<file path="src/rtl/pla_toggle_monitor.sv">
// PLA output toggle monitor: counts per-sample bit toggles over a window of
// accepted words and compacts them into a MISR signature.
module pla_toggle_monitor #(
  parameter int WIDTH = 14,
  parameter int CNT_W = 20
) (
  input  logic             clk,
  input  logic             rst_n,
  input  logic             start,
  input  logic [15:0]      window_len,
  input  logic             in_valid,
  input  logic [WIDTH-1:0] in_word,
  output logic             in_ready,
  output logic             out_valid,
  output logic [CNT_W-1:0] toggle_total,
  output logic [4:0]       toggle_max,
  output logic [15:0]      sample_count,
  output logic [WIDTH-1:0] signature,
  output logic             sat
);

  localparam logic [1:0] S_IDLE = 2'd0;
  localparam logic [1:0] S_RUN  = 2'd1;
  localparam logic [1:0] S_DONE = 2'd2;

  logic [1:0]       state;
  logic [WIDTH-1:0] prev_word;
  logic [15:0]      win_len;
  logic [WIDTH-1:0] diff;
  logic [4:0]       t;
  logic [CNT_W:0]   sum;
  logic             fb;
  logic             accept;

  assign in_ready = (state == S_RUN);
  assign accept   = in_ready && in_valid;

  always_comb begin
    diff = in_word ^ prev_word;
    t    = '0;
    for (int unsigned i = 0; i < WIDTH; i++) begin
      t = t + 5'(diff[i]);
    end
    // One extra bit catches the carry that signals saturation.
    sum = {1'b0, toggle_total} + (CNT_W+1)'(t);
    fb  = signature[WIDTH-1] ^ signature[9] ^ signature[5] ^ signature[0];
  end

  always_ff @(posedge clk or negedge rst_n) begin
    if (!rst_n) begin
      state        <= S_IDLE;
      prev_word    <= '0;
      win_len      <= '0;
      out_valid    <= 1'b0;
      toggle_total <= '0;
      toggle_max   <= '0;
      sample_count <= '0;
      signature    <= '0;
      sat          <= 1'b0;
    end else begin
      case (state)
        S_IDLE, S_DONE: begin
          if (start) begin
            state        <= S_RUN;
            prev_word    <= '0;
            win_len      <= (window_len == 16'd0) ? 16'd1 : window_len;
            out_valid    <= 1'b0;
            toggle_total <= '0;
            toggle_max   <= '0;
            sample_count <= '0;
            signature    <= '0;
            sat          <= 1'b0;
          end
        end
        S_RUN: begin
          if (accept) begin
            prev_word    <= in_word;
            sample_count <= sample_count + 16'd1;
            if (sum[CNT_W]) begin
              toggle_total <= '1;
              sat          <= 1'b1;
            end else begin
              toggle_total <= sum[CNT_W-1:0];
            end
            if (t > toggle_max) toggle_max <= t;
            signature <= {signature[WIDTH-2:0], fb} ^ in_word;
            if (sample_count + 16'd1 == win_len) begin
              state     <= S_DONE;
              out_valid <= 1'b1;
            end
          end
        end
        default: state <= S_IDLE;
      endcase
    end
  end

endmodule

</file>
<file path="config.mk">
export PLATFORM = sky130hd
export DESIGN_NAME = pla_toggle_monitor
export DESIGN_NICKNAME = d
export VERILOG_FILES = /design/src/rtl/pla_toggle_monitor.sv
export SDC_FILE = /design/constraint.sdc
export NUM_CORES = 1
export LEC_CHECK = 0
export ABC_AREA = 1
export CORE_ASPECT_RATIO = 1.2
export CORE_UTILIZATION = 48
export CTS_CLUSTER_DIAMETER = 50
export DETAILED_ROUTE_END_ITERATION = 16
export PLACE_DENSITY_LB_ADDON = 0.2
export SETUP_SLACK_MARGIN = 0.05
export SLEW_MARGIN = 15
export SYNTH_ARGS = -nofsm -noshare
export SYNTH_HDL_FRONTEND = slang
export SYNTH_SLANG_ARGS = --single-unit
export TNS_END_PERCENT = 20
</file>
<file path="constraint.sdc">
create_clock -name clk -period 4.7 [get_ports clk]
set_input_delay 0.94 -clock clk [delete_from_list [all_inputs] [get_ports clk]]
set_output_delay 0.94 -clock clk [all_outputs]
set_load 0.02 [all_outputs]
</file>
==> run summary, run 1 <==
violated checks = negative setup slack
Die Span X = 97.01 um
post-route setup slack = -534.9 ps
R2R Path Start = prev_word[1]$_DFFE_PN0P_
Critical Path RT = 4960 ps
Fin Clk Skew = 8.924 ps
nets = 837
RSZ-0062 raised after global routing = yes
Routed WL = 14030 um
worst r2r path cells = 23
die outline area = 11250 um2
Gate Count Post-Synth = 657
Max Slew Vio Count = 0
gr ovfl total = 0
crit end category = register
drt pass-1 iters = 7
Crit Path Class = in -> reg
Max Clock Freq = 191.0 MHz
starting density of the core = 49.43%
WL/cell = 15.35 um
Ys Warns = 0
GPL Wtd Cong = 0.8812
CP Max Fanout = 4
Synth Cell Area = 5199 um2
die height = 116.0 um
hold_sp = out_valid$_DFFE_PN0P_
Mean Syn Cell Area = 7.913 um2
final core utilization = 67.11%
Antenna diodes = 0
worst skew pair latency = 350 ps
H-tree Lvls = 3
Core Footprint = 10520 um2
1st-iter DRT viols = 305
Netlist cell types = 32
fillers = 842
Multi-input gate area = 2860 um2
net count after synthesis = 714
Seq/Total Area, Yosys = 42.36%
most frequent cells in the layout = nand2_1, dfrtp_1, clkdlybuf4s50_1
max cap viols = 0
Worst Max-Slew Pin Slew = 852.1 ps
Hold Path Class = reg -> reg
CTS max path bufs = 2
total CTS buffers = 9
pin count of the biggest net entering global routing = 60
commonest non-fill, non-tap cell in the layout = nand2_1
Clock Sinks = 88
Sequential Area = 2202 um2
Clk pin slew, worst setup/hold paths = 60 ps
root buf cell = clkbuf_16
IO Count = 92
Final Hold Fails = 0
RR Endpoint = toggle_total[17]$_DFFE_PN0P_
final setup violation count = 25
minimum clock period = 5235 ps
number of global-route vias before repair = 4953
DR vias/cell = 5.551
dpl hpwl = 9733 um
drt drc = 0
hold depth = 2
outcome = complete, but fails checks
r2r setup slk = -300 ps
placed standard-cell area = 6455 um2
antenna violations before repair = 0
Area growth syn-to-layout = 35.76%
first-pass GRT wire length = 23270 um
share of post-route cells with drive strength above 1 = 15.41%
Tot GR Track Use = 25.81%
row cnt = 41
#FFs+latches synth = 88
via count = 5074
Final period util = 111.4%
Data arrival, critical path = 5490 ps
headroom to the max-slew limit = 43.13%
CP Launch Type = input port
CTS tree = yes
worst hold path endpoint = out_valid$_DFFE_PN0P_
ANT nets after route = 0
Design Area, Final = 7058 um2
IO Port Bufs = 90
-- Yosys cell counts --
cell,instances,area share [%]
fa_1,10,3.9
xor2_1,13,2.2
nand4_4,1,0.41
inv_2,2,0.14
buf_2,6,0.58
dfrtp_1,88,42
o21ai_1,2,0.19
nor3b_1,1,0.14
nor2_4,5,1.1
o211ai_1,4,0.58
a22o_1,13,2.2
nor4_1,5,0.60
nand4_1,15,1.8
buf_4,1,0.14
nand3_1,52,5.0
nand2_1,174,13
xnor2_1,9,1.5
clkbuf_1,10,0.72
o21ai_0,63,6.1
and2_1,1,0.12
nor2_1,30,2.2
o22ai_1,16,1.9
nand3b_1,4,0.58
buf_1,1,0.072
or2_2,2,0.24
nor2_2,6,0.72
a21oi_1,28,2.7
nor3_1,6,0.58
nand2_2,3,0.36
inv_1,72,5.2
ha_1,13,3.1
conb_1,1,0.072
-- critical path: stages --
cell     delay (ps)
buf_8           110
xnor2_4         130
fa_1            550
inv_2            40
fa_1            440
fa_1            490
inv_1            50
fa_1            490
inv_1            50
ha_2            190
fa_2            570
inv_2            50
fa_2            330
inv_2            70
nand3_2          60
nand3_2          80
nand2_2          80
nor2_4          150
inv_2            70
nor2_4          170
nand3_2         100
nand2_1          90
o21ai_1          60
o21ai_1         120
-- registers in the layout, summed over array words and instances (netlist names) --
name          flops
out_valid         1
prev_word        14
sample_count     16
sat               1
signature        14
state             2
toggle_max        4
toggle_total     20
win_len          16
-- layer usage --
| metal | part of all wire [%] | up-vias | GRT usage (%) |
|---|---|---|---|
| met2 | 51 | 163 | 46.10 |
| met3 | 4.2 | 33 | 3.739 |
| met1 | 41 | 2452 | 30.90 |
| met5 | 0 | - | 0 |
| met4 | 3.0 | 0 | 12.24 |
| li1 | - | 2426 | - |
-- cell type report --
cell class | count | share of cell area (%)
Clock buffer | 12 | 3.776
Clock inverter | 4 | 1.064
Multi-Input combinational cell | 477 | 40.52
Sequential cell | 88 | 31.20
Inverter | 74 | 4.006
Tap cell | 129 | 2.287
Timing Repair Buffer | 130 | 17.14
-- logic make-up after synthesis --
kind of cell,synth area share [%]
AOI/OAI and AO/OA,13.65
and+or+nand+nor,26.38
buffers and inverters,6.859
DFF,42.36
adders and majority gates,6.980
other,0.07213
xor gates and xnor gates,3.706
-- worst max-delay path by stage --
stage                     startpoint                      endpoint  slack (ps)  depth (start not counted)
after floorplan           in_word[9]               sat$_DFFE_PN0P_        -500                         20
after global placement    in_word[5]  toggle_total[19]$_DFFE_PN0P_       -1220                         22
after detailed placement  in_word[7]  toggle_total[17]$_DFFE_PN0P_       -1300                         23
after CTS                 in_word[1]  toggle_total[17]$_DFFE_PN0P_        -620                         24
after global routing      in_word[9]  toggle_total[17]$_DFFE_PN0P_        -740                         23
final                     in_word[1]  toggle_total[17]$_DFFE_PN0P_        -530                         24
-- metrics by stage --
stage          instances  TNS [ps]  hold WS [ps]  setup WS, ps
6_report             914     -9280         483.3        -534.9
4_1_cts              909    -11530         498.2        -622.9
3_5_place_dp         888    -28670         484.8         -1300
3_3_place_gp         888    -27630         473.7         -1220
5_1_grt              914    -13890         519.7        -738.7
2_1_floorplan        657     -8346         462.0        -503.0
-- repair_timing --
action	in CTS	in global routing
buffers inserted	5	5
pin swaps	19	17
hold endpoints to repair	0	0
endpoints found under the setup margin	25	25
gates resized for setup	50	29
hold buffers	0	0
Power of run 1 is left out: the tool's default activity adds up to more than one toggle a clock period on the data nets, which glitch-free logic cannot reach.
==> inputs of run 2 (changes only) <==
--- a/config.mk
+++ b/config.mk
@@ -6,7 +6,7 @@
 export NUM_CORES = 1
 export LEC_CHECK = 0
 export ABC_AREA = 1
-export CORE_ASPECT_RATIO = 1.2
+export CORE_ASPECT_RATIO = 1.5
 export CORE_UTILIZATION = 48
 export CTS_CLUSTER_DIAMETER = 50
 export DETAILED_ROUTE_END_ITERATION = 16
==> run 2 against run 1 <==
  * Global-route usage grew 1.2 points
  * Clock skew shrank 4.1 ps
  * Setup slack gained 35 ps
  * Critical endpoint unchanged
  * Worst hold slack gained 7.7 ps
  * Register-to-register slack gained 50 ps
  * The run still ends with negative setup slack left
  * Fmax grew 0.67%
  * Design area grew 0.50%
  * First-iteration DRC count shrank 28%
  * Non-clock buffer count grew 2
  * Clock-buffer cell count shrank 1
  * Die area is essentially flat
==> run summary, run 2 (synthesized netlist as in run 1, its figures left out) <==
violated checks = negative setup slack
Top reg by flops = toggle_total
outcome = complete, but fails checks
drt pass-1 iters = 5 (-2)
1st-iter DRT viols = 219 (-28%)
row cnt = 46 (+12%)
nets = 839 (+0.24%)
max FFs per register = 20 (unchanged)
Clk pin slew, worst setup/hold paths = 60 ps (about the same)
met1 WL = 5555 um (-4.4%)
IO Port Bufs = 90 (unchanged)
Clock Sinks = 88 (unchanged)
Routed WL = 14490 um (+3.3%)
pin count of the biggest net entering global routing = 61 (+1.7%)
most frequent cells in the layout = nand2_1, dfrtp_1, clkdlybuf4s50_1
first-pass GRT wire length = 23450 um (+0.77%)
Cells after DPL = 904 (+1.8%)
placed standard-cell area = 6481 um2 (+0.41%)
Data arrival, critical path = 5470 ps (-20 ps)
number of global-route vias before repair = 5165 (+4.3%)
H-tree Lvls = 3 (unchanged)
Max Slew Vio Count = 0 (unchanged)
Core Footprint = 10530 um2 (+0.15%)
minimum clock period = 5200 ps (-34.84 ps)
ANT nets after route = 0 (unchanged)
top flop regs = toggle_total x20, sample_count x16, win_len x16
crit end category = register
gr ovfl total = 0 (unchanged)
DR vias/cell = 5.463 (-1.6%)
post-route insts no fill = 931 (+1.9%)
commonest non-fill, non-tap cell in the layout = nand2_1
routed wl met2 = 7650 um (+6.0%)
Critical Path RT = 4970 ps (about the same)
DR WL met3 = 675 um (+14%)
CTS tree = yes
final core utilization = 67.34% (+0.23 points)
IO Count = 92 (unchanged)
CTS max path bufs = 2 (unchanged)
max layer used = met4
Max Clock Freq = 192.3 MHz (+0.67%)
Fin Clk Skew = 4.851 ps (-4.073 ps)
drt drc = 0 (unchanged)
antenna violations before repair = 0 (unchanged)
post-route setup slack = -500.0 ps (+34.84 ps)
final setup violation count = 25 (unchanged)
DP Worst Slack = -1264 ps (+36.41 ps)
Hold Path Class = reg -> reg
max cap viols = 0 (unchanged)
total CTS buffers = 9 (unchanged)
headroom to the max-slew limit = 43.67% (+0.54 points)
CP Launch Type = input port
dpl hpwl = 9956 um (+2.3%)
Worst Max-Slew Pin Slew = 844.0 ps (-8.109 ps)
Final Hold Fails = 0 (unchanged)
die outline area = 11260 um2 (about the same)
share of post-route cells with drive strength above 1 = 16.77% (+1.4 points)
worst skew pair latency = 350 ps (about the same)
CP Max Fanout = 4 (unchanged)
Design Area, Final = 7093 um2 (+0.50%)
die height = 129.5 um (+12%)
RSZ-0062 raised after global routing = yes
root buf cell = clkbuf_16
Final period util = 110.6% (-0.74 points)
Tot GR Track Use = 26.98% (+1.2 points)
Die Span X = 86.98 um (-10%)
WL/cell = 15.57 um (+1.4%)
Crit Path Class = in -> reg
Antenna diodes = 0 (unchanged)
GPL Wtd Cong = 0.8840 (+0.32%)
starting density of the core = 49.36% (-0.076 points)
Area growth syn-to-layout = 36.44%
via count = 5086 (+0.24%)
-- run 2: changes by cell type in the layout (fill, tap and decap cells not counted), sizes merged --
| cell | change |
|---|---|
| clkdlybuf4s50 | +2 |
| clkinv | +2 |
| dlymetal6s2s | -2 |
| buf | +1 |
| bufinv | -1 |
-- run 2: layout make-up --
cell class                 count  area (um2)
fill                         847        3440
multi-input combinational    477        2903
sequential                    88        2202
timing repair buffer         132        1217
inverter                      74       282.8
clock buffer                  11       252.7
tap                          144       180.2
clock inverter                 5       55.05
-- run 2: repair_timing --
item                                    in CTS  in global routing
resized for setup                           46                 38
endpoints found under the setup margin      25                 25
pin swaps                                   21                 22
buffers inserted                             9                  3
hold buffers                                 0                  0
-- run 2: routing by layer --
| layer | GRT usage, % | vias to the layer above |
|---|---|---|
| met5 | 0 | - |
| met4 | 14.12 | 0 |
| met3 | 4.204 | 47 |
| met2 | 48.91 | 173 |
| met1 | 30.08 | 2414 |
| li1 | - | 2452 |
-- run 2: through the flow --
| step | hold slack [ps] | TNS [ps] |
|---|---|---|
| floorplan | 462.0 | -8346 |
| global placement | 473.1 | -26590 |
| detailed placement | 471.3 | -28340 |
| CTS | 490.1 | -9220 |
| global route | 512.6 | -13160 |
| finish | 491.0 | -8891 |
-- run 2: path summary, 6_finish.rpt --
check,to,from,cells past startpoint,slack (ps)
setup / recovery,toggle_total[17]$_DFFE_PN0P_,in_word[7],23,-500
hold / removal,out_valid$_DFFE_PN0P_,out_valid$_DFFE_PN0P_,2,490
setup reg to reg,toggle_total[17]$_DFFE_PN0P_,prev_word[7]$_DFFE_PN0P_,22,-250
hold reg to reg,out_valid$_DFFE_PN0P_,out_valid$_DFFE_PN0P_,2,490
max in group asynchronous,toggle_total[9]$_DFFE_PN0P_,rst_n,2,3150
min in group asynchronous,signature[10]$_DFFE_PN0P_,rst_n,1,660
-- run 2: worst max-delay path: stages --
cell      delay [ps]
clkbuf_2         110
xor2_2           150
fa_1             590
fa_2             440
fa_1             510
inv_2             40
fa_1             490
inv_2             50
ha_4             160
fa_2             570
inv_2             50
fa_2             330
inv_2             80
nand3_2           60
nand3_2           80
nand2_2           80
nor2_4           150
inv_2             70
nor2_4           160
nand3_2          110
nand2_2          100
o21ai_1           50
o21ai_1           90
Power of run 2 is left out for the same reason.
==> inputs of run 3 (changes only) <==
--- a/config.mk
+++ b/config.mk
@@ -8,7 +8,7 @@
 export ABC_AREA = 1
 export CORE_ASPECT_RATIO = 1.5
 export CORE_UTILIZATION = 48
-export CTS_CLUSTER_DIAMETER = 50
+export CTS_CLUSTER_DIAMETER = 100
 export DETAILED_ROUTE_END_ITERATION = 16
 export PLACE_DENSITY_LB_ADDON = 0.2
 export SETUP_SLACK_MARGIN = 0.05
==> results of run 3 <==
No change in the layout: final DEF, timing and power equal those of run 2.
Power of run 3 is left out for the same reason.
